$ cat src/rtl/mips_decode_stage_if.sv
// Fetch-side handshake, execute-side handshake and decoded fields of mips_decode_stage.
// master is the producer/consumer side, slave is the decode stage itself.
interface mips_decode_stage_if #(
    parameter int unsigned EXT_WIDTH = 32,
    parameter int unsigned DEPTH     = 2
);
    localparam int unsigned CW = $clog2(DEPTH + 1);

    logic                 flush;
    logic                 in_valid;
    logic                 in_ready;
    logic [31:0]          instruction_in;
    logic                 out_valid;
    logic                 out_ready;
    logic [5:0]           op_out;
    logic [5:0]           func_out;
    logic [4:0]           rs_out;
    logic [4:0]           rt_out;
    logic [4:0]           rd_out;
    logic [4:0]           shft_out;
    logic [15:0]          imm16_out;
    logic [EXT_WIDTH-1:0] imm_ext_out;
    logic [25:0]          target_out;
    logic [1:0]           class_out;
    logic [CW-1:0]        count_out;

    modport master (
        output flush, in_valid, instruction_in, out_ready,
        input  in_ready, out_valid, op_out, func_out, rs_out, rt_out, rd_out, shft_out,
        input  imm16_out, imm_ext_out, target_out, class_out, count_out
    );

    modport slave (
        input  flush, in_valid, instruction_in, out_ready,
        output in_ready, out_valid, op_out, func_out, rs_out, rt_out, rd_out, shft_out,
        output imm16_out, imm_ext_out, target_out, class_out, count_out
    );
endinterface

$ cat src/rtl/mips_decode_stage.sv
// Registered MIPS decode stage: decodes on push, buffers DEPTH decoded entries in a FIFO,
// and presents the head entry's fields (all zero while empty).
module mips_decode_stage #(
    parameter int unsigned EXT_WIDTH = 32,
    parameter int unsigned DEPTH     = 2,
    parameter int unsigned CW        = $clog2(DEPTH + 1)
) (
    input logic                clk,
    input logic                reset,
    mips_decode_stage_if.slave bus
);
    localparam int unsigned   PW   = $clog2(DEPTH);
    localparam logic [CW-1:0] FULL = CW'(DEPTH);

    typedef struct packed {
        logic [31:0]          instr;
        logic [1:0]           cls;
        logic [EXT_WIDTH-1:0] imm_ext;
    } entry_t;

    entry_t        r_mem [DEPTH];
    logic [PW-1:0] r_rd_ptr;
    logic [PW-1:0] r_wr_ptr;
    logic [CW-1:0] r_count;

    logic          w_push;
    logic          w_pop;
    logic [5:0]    w_op;
    logic [15:0]   w_imm16;
    entry_t        w_dec;
    entry_t        w_head;

    assign bus.in_ready  = (r_count != FULL);
    assign bus.out_valid = (r_count != '0);
    assign w_push        = bus.in_valid && bus.in_ready;
    assign w_pop         = bus.out_valid && bus.out_ready;

    always_comb begin
        w_op          = bus.instruction_in[31:26];
        w_imm16       = bus.instruction_in[15:0];
        w_dec         = '0;
        w_dec.instr   = bus.instruction_in;
        w_dec.cls     = 2'd1;
        w_dec.imm_ext = EXT_WIDTH'($signed(w_imm16));
        if (w_op == 6'd0) begin
            w_dec.cls = 2'd0;
        end else if (w_op == 6'd2 || w_op == 6'd3) begin
            w_dec.cls = 2'd2;
        end
        case (w_op)
            6'd12, 6'd13, 6'd14: w_dec.imm_ext = EXT_WIDTH'(w_imm16);
            // lui places imm16 in the upper half of a 32-bit word, then sign-extends that word
            6'd15:               w_dec.imm_ext = EXT_WIDTH'($signed({w_imm16, 16'h0000}));
            default:             ;
        endcase
    end

    always_ff @(posedge clk or posedge reset) begin
        if (reset) begin
            r_count  <= '0;
            r_rd_ptr <= '0;
            r_wr_ptr <= '0;
        end else if (bus.flush) begin
            r_count  <= '0;
            r_rd_ptr <= '0;
            r_wr_ptr <= '0;
        end else begin
            if (w_push) r_wr_ptr <= r_wr_ptr + PW'(1);
            if (w_pop)  r_rd_ptr <= r_rd_ptr + PW'(1);
            if (w_push && !w_pop) begin
                r_count <= r_count + CW'(1);
            end else if (w_pop && !w_push) begin
                r_count <= r_count - CW'(1);
            end
        end
    end

    // Storage needs no reset: an entry is only visible once count covers it.
    always_ff @(posedge clk) begin
        if (w_push && !bus.flush) begin
            r_mem[r_wr_ptr] <= w_dec;
        end
    end

    assign w_head = (r_count != '0) ? r_mem[r_rd_ptr] : '0;

    assign bus.op_out      = w_head.instr[31:26];
    assign bus.rs_out      = w_head.instr[25:21];
    assign bus.rt_out      = w_head.instr[20:16];
    assign bus.rd_out      = w_head.instr[15:11];
    assign bus.shft_out    = w_head.instr[10:6];
    assign bus.func_out    = w_head.instr[5:0];
    assign bus.imm16_out   = w_head.instr[15:0];
    assign bus.target_out  = w_head.instr[25:0];
    assign bus.class_out   = w_head.cls;
    assign bus.imm_ext_out = w_head.imm_ext;
    assign bus.count_out   = r_count;
endmodule

$ cat src/flat_wrapper.sv
// flat-port wrapper written by rule: the top's interface ports become plain ports
module mips_decode_stage_flat 
#(
    parameter int unsigned EXT_WIDTH = 32,
    parameter int unsigned DEPTH     = 2,
    parameter int unsigned CW        = $clog2(DEPTH + 1)
)
  (clk, reset, bus_flush, bus_in_valid, bus_instruction_in, bus_out_ready, bus_in_ready, bus_out_valid, bus_op_out, bus_func_out, bus_rs_out, bus_rt_out, bus_rd_out, bus_shft_out, bus_imm16_out, bus_imm_ext_out, bus_target_out, bus_class_out, bus_count_out);
  mips_decode_stage_if #(.EXT_WIDTH(EXT_WIDTH), .DEPTH(DEPTH)) bus_i ();
  input logic clk;
  input logic reset;
  input wire logic [$bits(bus_i.flush)-1:0] bus_flush;
  input wire logic [$bits(bus_i.in_valid)-1:0] bus_in_valid;
  input wire logic [$bits(bus_i.instruction_in)-1:0] bus_instruction_in;
  input wire logic [$bits(bus_i.out_ready)-1:0] bus_out_ready;
  output wire logic [$bits(bus_i.in_ready)-1:0] bus_in_ready;
  output wire logic [$bits(bus_i.out_valid)-1:0] bus_out_valid;
  output wire logic [$bits(bus_i.op_out)-1:0] bus_op_out;
  output wire logic [$bits(bus_i.func_out)-1:0] bus_func_out;
  output wire logic [$bits(bus_i.rs_out)-1:0] bus_rs_out;
  output wire logic [$bits(bus_i.rt_out)-1:0] bus_rt_out;
  output wire logic [$bits(bus_i.rd_out)-1:0] bus_rd_out;
  output wire logic [$bits(bus_i.shft_out)-1:0] bus_shft_out;
  output wire logic [$bits(bus_i.imm16_out)-1:0] bus_imm16_out;
  output wire logic [$bits(bus_i.imm_ext_out)-1:0] bus_imm_ext_out;
  output wire logic [$bits(bus_i.target_out)-1:0] bus_target_out;
  output wire logic [$bits(bus_i.class_out)-1:0] bus_class_out;
  output wire logic [$bits(bus_i.count_out)-1:0] bus_count_out;
  assign bus_i.flush = bus_flush;
  assign bus_i.in_valid = bus_in_valid;
  assign bus_i.instruction_in = bus_instruction_in;
  assign bus_i.out_ready = bus_out_ready;
  assign bus_in_ready = bus_i.in_ready;
  assign bus_out_valid = bus_i.out_valid;
  assign bus_op_out = bus_i.op_out;
  assign bus_func_out = bus_i.func_out;
  assign bus_rs_out = bus_i.rs_out;
  assign bus_rt_out = bus_i.rt_out;
  assign bus_rd_out = bus_i.rd_out;
  assign bus_shft_out = bus_i.shft_out;
  assign bus_imm16_out = bus_i.imm16_out;
  assign bus_imm_ext_out = bus_i.imm_ext_out;
  assign bus_target_out = bus_i.target_out;
  assign bus_class_out = bus_i.class_out;
  assign bus_count_out = bus_i.count_out;
  mips_decode_stage #(.EXT_WIDTH(EXT_WIDTH), .DEPTH(DEPTH), .CW(CW)) u_core (.clk(clk), .reset(reset), .bus(bus_i));
endmodule
$ cat config.mk
export PLATFORM = sky130hd
export DESIGN_NAME = mips_decode_stage_flat
export DESIGN_NICKNAME = d
export VERILOG_FILES = /design/src/rtl/mips_decode_stage_if.sv /design/src/rtl/mips_decode_stage.sv /design/src/flat_wrapper.sv
export SDC_FILE = /design/constraint.sdc
export NUM_CORES = 1
export LEC_CHECK = 0
export CAP_MARGIN = 0
export CORE_MARGIN = 1
export CORE_UTILIZATION = 23
export CTS_CLUSTER_DIAMETER = 100
export DETAILED_ROUTE_END_ITERATION = 6
export PLACE_DENSITY = 0.47
export SETUP_SLACK_MARGIN = 0.02
export SLEW_MARGIN = 20
export SYNTH_ARGS = -nofsm -noshare
export SYNTH_HDL_FRONTEND = slang
export SYNTH_SLANG_ARGS = --single-unit
$ cat constraint.sdc
create_clock -name clk -period 17.2 [get_ports clk]
set_input_delay 3.44 -clock clk [delete_from_list [all_inputs] [get_ports clk]]
set_output_delay 3.44 -clock clk [all_outputs]
set_load 0.03 [all_outputs]
Word level (Yosys, flattened, before mapping)
Memories as Yosys holds them, arrays and structs flattened.
Cells that the tools add are included.
{"block": "word_totals", "ff_bits": 4, "ram_bits": 132, "in_bits": 37, "output_inout_bits": 112, "elab_cells": 43, "n_memories": 1}
{"block": "classes", "add_sub_neg": 4, "eq_ne": 7, "muxes": 13, "reduce_logical": 15}
{"memory": "u_core.r_mem", "depth": 2, "width": 66, "read_ports": 1, "rd_clocked_by_memory_dff": 0, "wr": 1, "line_no": "mips_decode_stage.sv:21", "source": "entry_t r_mem [DEPTH];"}
{"operator": "$mux 66", "n": 1}
{"operator": "$pmux 32 s2", "n": 1}
{"operator": "$eq 6x4->1 const B", "n": 4}
{"operator": "$eq 6x2->1 const B", "n": 2}
{"operator": "$mux 2", "n": 5}
{"operator": "$logic_not 6->1", "n": 1}
{"operator": "$mux 1", "n": 6}
{"operator": "$reduce_bool 2->1", "n": 3}
{"operator": "$logic_and 1x1->1", "n": 5}
{"operator": "$logic_not 1->1", "n": 3}
{"operator": "$reduce_bool 3->1", "n": 1}
{"operator": "$reduce_or 3->1", "n": 1}
{"operator": "$add 1x1->1 const B", "n": 2}
{"operator": "$add 2x1->2 const B", "n": 1}
{"operator": "$ne 2x2->1 const B", "n": 1}
{"operator": "$sub 2x1->2 const B", "n": 1}
{"operator": "$logic_or 1x1->1", "n": 1}

Longest topological paths before layout
{"block": "depth", "word_depth": 7, "ltp_mapped": 6}

Least setup slack after synthesis
Ideal clock, no wire load.
{"block": "synth_path", "kind": "input to register", "startpoint": "in bus_in_valid", "endpoint": "mem u_core.r_mem[1][0] (netlist name) (enable)", "setup_time_ns": 0.586, "arrival_ns": 8.329, "slack_ns": 8.285, "stages": 2, "n_path_buf": 0, "path_cell_list": "nand2_1 nor3b_1"}
{"block": "synth_via", "elab_chain_cells": 4}
{"item": "from (decl)", "line_no": "flat_wrapper.sv:13", "source": "input wire logic [$bits(bus_i.in_valid)-1:0] bus_in_valid;"}
{"item": "$logic_and 1x1->1", "line_no": "mips_decode_stage.sv:35", "source": "assign w_push = bus.in_valid && bus.in_ready;"}
{"item": "$logic_and 1x1->1", "line_no": "mips_decode_stage.sv:80", "source": "if (w_push && !bus.flush) begin"}
{"item": "$mux 1", "line_no": "mips_decode_stage.sv:80"}
{"item": "$mux 1 (not written as such)", "line_no": "mips_decode_stage.sv:81", "source": "r_mem[r_wr_ptr] <= w_dec;"}
{"item": "to (decl)", "line_no": "mips_decode_stage.sv:21"}
Every way passes these cells.

Worst setup path in the final report
{"block": "layout_path", "startpoint": "reg u_core.r_rd_ptr", "endpoint": "out bus_target_out[5]"}
{"block": "layout_via", "elab_chain_cells": 2}
{"item": "from (decl)", "line_no": "mips_decode_stage.sv:22", "source": "logic [PW-1:0] r_rd_ptr;"}
{"item": "from (signal assigned)", "line_no": "mips_decode_stage.sv:69", "source": "if (w_pop) r_rd_ptr <= r_rd_ptr + PW'(1);"}
{"item": "$mem_v2 2x66"}
{"item": "$mux 66", "line_no": "mips_decode_stage.sv:85", "source": "assign w_head = (r_count != '0) ? r_mem[r_rd_ptr] : '0;"}
{"item": "to (decl)", "line_no": "flat_wrapper.sv:26", "source": "output wire logic [$bits(bus_i.target_out)-1:0] bus_target_out;"}
Every way passes these cells.

==> reports/qor.txt <==
status: finished clean
Post-CTS Setup Bufs: 0
DR pass1 iterations: 4
DRC: 0
Post-Synth XOR/XNOR Area: 0.150%
syn nets: 431
DP Worst Slack: 11.16 ns
post-DP HPWL: 7790 um
Worst Path Max Fanout: 38
relative slew slack: 34.7%
worst path arrival time: 2.99 ns
post-route cell area: 7880 um^2
Final Setup Violations: 0
Worst-Margin Slew: 0.979 ns
global-route wire length before repair: 19600 um
Setup TNS: 0 ns
Post-CTS Resized: 0
skew final: 0.00602 ns
Cell Rows: 57
worst min-delay path class: flop to flop
synth-to-layout area growth: 35.3%
post-route worst setup slack: 10.77 ns
Synthesis Warnings: 0
maxcap violations: 0
detailed-route via count: 3350
Hold Vio Cnt, Final: 0
Clk pin slew, worst setup/hold paths: 0.06 ns
endpoint class of the critical path: output pin
top-area cell type share of the netlist area: 68.1%
Num CTS Buffers: 17
ranking of synthesized cells by area: edfxtp_1 68%, mux2i_1 12%, buf_4 5.5%, nor2_1 4.4%, a21o_1 2.1%
IO buf count: 148
Slew Limit Fails: 0
fmax: 156 MHz
Die Wd: 161 um
Seq/Total Area, Yosys: 69.8%
main combinational cell family by area after synthesis: multiplexers
synthesized area: 5820 um^2
Root Buffer: clkbuf_16
CP required: 13.76 ns
DR vias/cell: 3.99
diode count: 0
H-tree depth: 4
Wirelength per Cell: 15.0 um
share of layout cells above drive strength 1: 7.95%
CTS tree: yes
overall routing resource usage: 10.1%
Static Leak: 0.00261 uW
Die ar.: 26000 um^2
Clock Tree Buf Depth: 2
Synth Area in Adders: 0%
fin crit period: 6.43 ns
Clk Latency, worst-skew pair: 0.41 ns
WS Path Type: flop to output pin
Nets: 540
largest net degree at the start of global routing: 67
FF+latch count, synth: 136
fillcell total: 2477
total global routing overflow: 0
Post-Place Cell Area: 7320 um^2
vias in the first global route: 3608
Max VDD drop: 0.0000546 V
Initial Utilization: 23.7%
post-route ant nets: 0
mux cell area share after synthesis: 11.5%
Mean Syn Cell Area: 14.8 um^2
compound-cell area share of the yosys netlist: 2.94%
Vert. Die Dim: 161 um
num ports: 149
Placer Congestion: 0.722
PD cells: 110 nW/um^2
Sink Count: 136
initial antenna violation count: 0
WL final: 12600 um
hold buffers post-CTS: 0
Initial DRC Count: 142
post-route clock period utilization: 37.4%
startpoint types: flop
count of cell types in the netlist: 25
Mapped Cells: 394
simple-gate portion of the synthesized area: 7.61%
post-synth top area cell: edfxtp_1
RSZ-0062 raised after global routing: no
core region area: 24600 um^2
total power: 868 uW
flip-flops by register name (all words and copies together) (netlist names):
name / count
u_core.bus.count_out: 2
u_core.r_mem: 132
u_core.r_rd_ptr: 1
u_core.r_wr_ptr: 1
Yosys cell counts:
cell type  count
a31o_2         1
nor2b_1       17
a21o_1        16
or3_1          1
dfrtp_1        4
o211ai_1       1
mux2i_1       67
xor2_1         1
a21oi_1        4
buf_6          5
inv_1          5
nor3b_1        2
nor4_1         1
nor2_1        69
or2_2          1
buf_4         43
buf_2         11
clkbuf_1       3
and2_1         2
nand4bb_1      1
nor3_1         1
o21ai_0        3
edfxtp_1     132
nand2_1        2
nand3b_1       1
area by class of cell:
| cell class | instances | area [um^2] | share of cell area (%) |
|---|---|---|---|
| Sequential cell | 136 | 4070 | 51.7 |
| Timing Repair Buffer | 152 | 1510 | 19.2 |
| Multi-Input combinational cell | 191 | 1320 | 16.7 |
| Clock buffer | 17 | 425 | 5.40 |
| Tap cell | 324 | 405 | 5.15 |
| Clock inverter | 15 | 128 | 1.62 |
| Inverter | 5 | 18.8 | 0.238 |
per-stage QoR:
stage | hold slack, ns | util, % | cells
after CTS | 0.611 | 32.0 | 840
after global routing | 0.620 | 32.0 | 840
after detailed placement | 0.599 | 29.8 | 808
after floorplan | 0.530 | - | 394
after global placement | 0.570 | 29.8 | 808
final | 0.600 | 32.0 | 840
cells by family after synthesis:
kind of cell / after synthesis
flops: 136
simple gates: 98
buf+inv: 67
xor+xnor: 1
mux: 67
compound gates: 25
where the power goes:
part           switching, uW  leakage [uW]  internal (uW)  total, uW
logic                   85.6       0.00109           58.6        144
registers               6.45       0.00126            378        384
clock network            141      0.000253            198        340
cell usage in the layout (no fill, tap or decap), drive strengths merged:
master         count
clkdlybuf4s50    148
edfxtp           132
nor2              69
mux2i             67
nor2b             17
clkbuf            17
a21o              16
inv                8
clkinvlp           6
clkinv             5
a21oi              4
buf                4
dfrtp              4
o21ai              3
nand2              2
and2               2
nor3b              2
xor2               1
or3                1
or2                1
nand4bb            1
a31o               1
nor4               1
nor3               1
o211ai             1
nand3b             1
bufinv             1
routing by layer:
metal | vias up | track usage [%] | wire length [um]
met5 | - | 0 | 0
met4 | 0 | 4.72 | 219
met3 | 18 | 2.72 | 541
met2 | 87 | 18.2 | 6530
met1 | 1644 | 11.0 | 5340
li1 | 1601 | - | -
critical path, stage by stage (launching register included):
cell and delay, ns:
dfrtp_4 0.77, buf_4 0.64, mux2i_1 0.16, nor2_1 0.22, clkdlybuf4s50_1 0.73
worst paths after layout:
path | startpoint | to | depth (start not counted) | slack [ns]
min in group asynchronous | reset | u_core.bus.count_out[0] | 2 | 3.23
max | u_core.r_rd_ptr | bus_target_out[5] | 4 | 10.77
max reg2reg | u_core.bus.count_out[1] | u_core.r_mem[1][10] | 5 | 15.00
min reg2reg | u_core.r_wr_ptr | u_core.r_wr_ptr | 2 | 0.60
max in group asynchronous | reset | u_core.r_rd_ptr | 2 | 13.77
min | u_core.r_wr_ptr | u_core.r_wr_ptr | 2 | 0.60
(Power assumes the default switching activity.)
